$ cat config.mk
export PLATFORM = sky130hd
export DESIGN_NAME = generic_counter
export DESIGN_NICKNAME = d
export VERILOG_FILES = /design/src/rtl/timing_pkg.sv /design/src/rtl/generic_counter.sv
export SDC_FILE = /design/constraint.sdc
export NUM_CORES = 1
export LEC_CHECK = 0
export CAP_MARGIN = 10
export CELL_PAD_IN_SITES_DETAIL_PLACEMENT = 2
export CELL_PAD_IN_SITES_GLOBAL_PLACEMENT = 2
export CORE_AREA = 2 2 39 41
export CTS_CLUSTER_DIAMETER = 100
export DETAILED_ROUTE_END_ITERATION = 8
export DIE_AREA = 0 0 41 43
export GPL_TIMING_DRIVEN = 1
export MAX_ROUTING_LAYER = met4
export PLACE_DENSITY_LB_ADDON = 0.05
export SLEW_MARGIN = 5
export SYNTH_ARGS = -nofsm -noshare
export SYNTH_HDL_FRONTEND = slang
export SYNTH_SLANG_ARGS = --single-unit
$ cat constraint.sdc
create_clock -name CLK -period 1.2 [get_ports CLK]
set_input_delay 0.24 -clock CLK [delete_from_list [all_inputs] [get_ports CLK]]
set_output_delay 0.24 -clock CLK [all_outputs]
set_load 0.02 [all_outputs]
$ cat src/rtl/timing_pkg.sv
// Shared time-base constants for counter consumers, plus the parameter
// legality check used by generic_counter at elaboration.
package timing_pkg;

  localparam int VGA_H_MAX   = 799;
  localparam int VGA_V_MAX   = 524;
  localparam int CLK_DIV_MAX = 3;

  // True when a counter of this width can represent every state 0..max.
  function automatic bit counter_fits(input int width, input int max);
    if (width < 1 || max < 0) return 1'b0;
    if (width >= 31) return 1'b1;
    return max < (1 << width);
  endfunction

endpackage

$ cat src/rtl/generic_counter.sv
// Modulo counter 0..COUNTER_MAX with a one-cycle registered wrap pulse;
// chain stages by feeding TRIG_OUT into the next stage's ENABLE.
module generic_counter
  import timing_pkg::*;
#(
  parameter int COUNTER_WIDTH = 4,
  parameter int COUNTER_MAX   = 9
) (
  input  logic                     CLK,
  input  logic                     RESET,
  input  logic                     ENABLE,
  output logic                     TRIG_OUT,
  output logic [COUNTER_WIDTH-1:0] COUNT
);

  if (!counter_fits(COUNTER_WIDTH, COUNTER_MAX)) begin : g_param_check
    $error("generic_counter: COUNTER_MAX must be < 2**COUNTER_WIDTH and COUNTER_WIDTH >= 1");
  end

  localparam logic [COUNTER_WIDTH-1:0] MAX_VAL = COUNTER_WIDTH'(COUNTER_MAX);

  logic [COUNTER_WIDTH-1:0] count_q, count_d;
  logic                     trig_q, trig_d;
  logic                     at_max;

  // >= rather than == so an out-of-range value recovers to 0 on the next enabled edge.
  assign at_max = (count_q >= MAX_VAL);

  always_comb begin
    count_d = count_q;
    trig_d  = 1'b0;
    if (ENABLE) begin
      if (at_max) begin
        count_d = '0;
        trig_d  = 1'b1;
      end else begin
        count_d = count_q + 1'b1;
      end
    end
  end

  always_ff @(posedge CLK or negedge RESET) begin
    if (!RESET) count_q <= '0;
    else        count_q <= count_d;
  end

  always_ff @(posedge CLK or negedge RESET) begin
    if (!RESET) trig_q <= 1'b0;
    else        trig_q <= trig_d;
  end

  assign COUNT    = count_q;
  assign TRIG_OUT = trig_q;

endmodule

==> key figures, run 1 <==
Global routing
  • Largest net degree at the start of global routing: 7
  • Grt ovf: 0
  • Initial antenna violation count: 0
  • Vias in the first global route: 310
  • GRT Total Usage: 13.6%
  • First-pass GRT wire length: 1420 um

Synth
  • Seq cells post-synth: 5
  • Syn Std Cell Area: 274 um2
  • Synth Instances: 28
  • Syn nets: 34
  • Yosys top cell area share: 45.7%
  • Yosys top cell by area: dfrtp_1
  • Register area share after synthesis: 45.7%
  • Average cell area after synthesis: 9.79 um2
  • Synth warn: 0
  • Top cells by area, synth: dfrtp_1 46%, ha_1 14%, nand2_1 6.8%, nand2b_1 6.8%, o21ai_0 5.5%
  • Unique masters post-synth: 13

Final layout
  • Area delta synth->final: 77.2%
  • Nets: 54
  • Sequential cell area: 128 um2
  • Fillers: 160
  • Antenna cells: 0
  • Footprint of the multi-input gates: 179 um2
  • Share of cells above drive strength 1: 55.3%
  • Core Util, Final: 35.1%

Route
  • Wire length per cell: 13.6 um
  • DRC: 0
  • Drt pass-1 iters: 1
  • Iteration-0 DRC Markers: 0
  • Post-DRT Antenna Nets: 0
  • DR vias/cell: 4.37
  • Via count: 275
  • Final WL: 854 um

Setup path
  • Top delay family on crit path: flip-flops
  • CP Capture Type: flop
  • Reg2Reg Depth: 5
  • Crit path DAT: 1.27 ns
  • Worst path slowest cell: dfrtp_2
  • Crit path buf inv count: 1
  • Required time of the critical path: 1.31 ns
  • Crit-path max FO: 5
  • Critical Path Start Type: flop
  • R2R Setup Slk: 0.04 ns
  • Crit-path cells: inv_4 -> ha_4 -> nor2_2 -> a21boi_4 -> o21bai_1
  • R2R Path End: COUNT[3]
  • Worst r2r src: COUNT[1]
  • Crit Path Category: reg -> reg
  • Worst stage delay on the critical path: 0.42 ns

Clocking
  • CTS tree: done
  • Cts bufs inserted: 3
  • Worst-Skew Late Latency: 0.24 ns
  • Clk sinks: 5
  • # hold bufs at CTS: 0
  • Clk slew on worst S/H paths: 0.04 ns
  • Clock tree buffer depth: 2
  • Depth of the CTS H-tree: 1
  • Root buffer cell: clkbuf_4

Power and ir drop
  • Int Power: 0.765 mW
  • PwrDens: 2740 nW/um2
  • Psw: 0.566 mW
  • Combinational power share: 61.3%
  • Leakage power: 0.221 nW
  • Total power: 1.33 mW
  • Sequential share of power: 24.0%
  • Clock power frac: 14.7%
  • VDD IR max: 0.000784 V
  • Switching Share: 42.5%

STA
  • Final hold vios: 0
  • # setup viols final: 0
  • Fin crit period: 1.16 ns
  • Final critical-path share of the clock period: 96.7%
  • RSZ-0062 raised after global routing: true
  • Fmax: 862 MHz
  • Pins over their slew limit: 0
  • Worst Tran Pin Value: 0.223 ns
  • Slew Limit Headroom: 85.1%
  • Clk_skew: 0.00196 ns

Status
  • Status: finished clean

Floorplanning
  • Die Height: 43 um
  • Core Box Area: 1380 um2
  • Chip Width: 41 um
  • Cell Rows: 14
  • # IOs: 8
  • Initial Util: 19.8%
  • Die area: 1760 um2

Placement
  • PortBufs: 7
  • Final GP Congestion: 0.614
  • Dpl hpwl: 666 um

Run
  • Maxcap violations: 0

Hold path
  • Worst Hold Class: in -> async
==> cell type report <==
type | instances | area share (%)
multi-input combinational | 21 | 36.9
sequential | 5 | 26.3
timing repair buffer | 15 | 25.3
clock buffer | 4 | 5.41
tap | 16 | 4.12
inverter | 2 | 2.06
==> per-stage QoR <==
step	cells	area (um2)	setup WS, ns	setup TNS [ns]	hold slack (ns)
floorplan	28	277	0.0419	0	-0.0556
global placement	58	419	-0.0980	-0.234	0.471
detailed placement	58	419	-0.145	-0.397	0.474
CTS	62	455	0.00281	0	0.213
global route	63	485	-0.0236	-0.0316	0.209
finish	63	485	0.0393	0	0.211
==> state kept, by name, summed over array words and instances, names as in the netlist <==
signal and cells:
COUNT 4, TRIG_OUT 1
==> power groups by stage <==
stage	registers [mW]	logic, mW	clock network [mW]
after global placement	0.301	0.706	0
after global routing	0.331	0.887	0.222
after CTS	0.302	0.754	0.204
after floorplan	0.420	0.218	0
after detailed placement	0.308	0.738	0
final	0.320	0.815	0.195
==> kinds of logic after synthesis <==
kind of cell	Yosys count	share of synthesized area (%)
simple gates	11	20.6
compound gates	7	17.4
buf+inv	2	2.74
flops	5	45.7
fa+ha+maj	3	13.7
==> routing by layer <==
metal	routed length [um]	up-vias	global-route usage (%)	share of wire, %
met1	339	135	15.5	40
met2	465	6	18.8	54
met3	24	4	3.14	2.8
li1	-	130	-	-
met5	0	-	-	0
met4	25	0	12.0	2.9
==> cell usage after synthesis <==
master / n
o22ai_1: 1
nand2b_1: 3
dfrtp_1: 5
o21bai_1: 1
a21boi_2: 1
o31ai_1: 1
o21ai_0: 3
and2_2: 1
nand2_1: 5
inv_1: 2
nor2_2: 1
nand3_1: 1
ha_1: 3
==> placed cells by master (no fill, tap or decap), drive strengths merged <==
| cell type | n |
|---|---|
| o21ai | 3 |
| a21boi | 1 |
| nand3 | 1 |
| nor2 | 1 |
| o31ai | 1 |
| o21bai | 1 |
| buf | 9 |
| and2 | 1 |
| nand2b | 3 |
| clkdlybuf4s50 | 2 |
| nand2 | 5 |
| o22ai | 1 |
| clkbuf | 5 |
| inv | 2 |
| dfrtp | 5 |
| dlygate4sd2 | 1 |
| clkdlybuf4s15 | 2 |
| ha | 3 |
==> worst max path at each step <==
stage,endpoint,slack (ns),cells past startpoint,start
final,COUNT[3],0.04,5,COUNT[1]
after floorplan,COUNT[0],0.04,5,COUNT[1]
after detailed placement,COUNT[3],-0.14,4,ENABLE
after global routing,COUNT[3],-0.02,4,COUNT[0]
after CTS,COUNT[0],0.003,5,COUNT[1]
after global placement,COUNT[3],-0.1,4,ENABLE
==> repair_timing <==
item                       4_1_cts  5_1_grt
setup endpoints to repair       10        9
resized for setup               11       15
pin swaps                        2        5
gates cloned                     0        0
setup buffers                    0        1
Power figures use the tool's default switching activity.
==> run 2: changes to the inputs <==
ABC_CLOCK_PERIOD_IN_PS = 1200   (was not set)
HOLD_SLACK_MARGIN = 0.05   (was not set)
==> results of run 2 <==
Same layout as run 1: the final DEF is identical, and so are final timing and power.
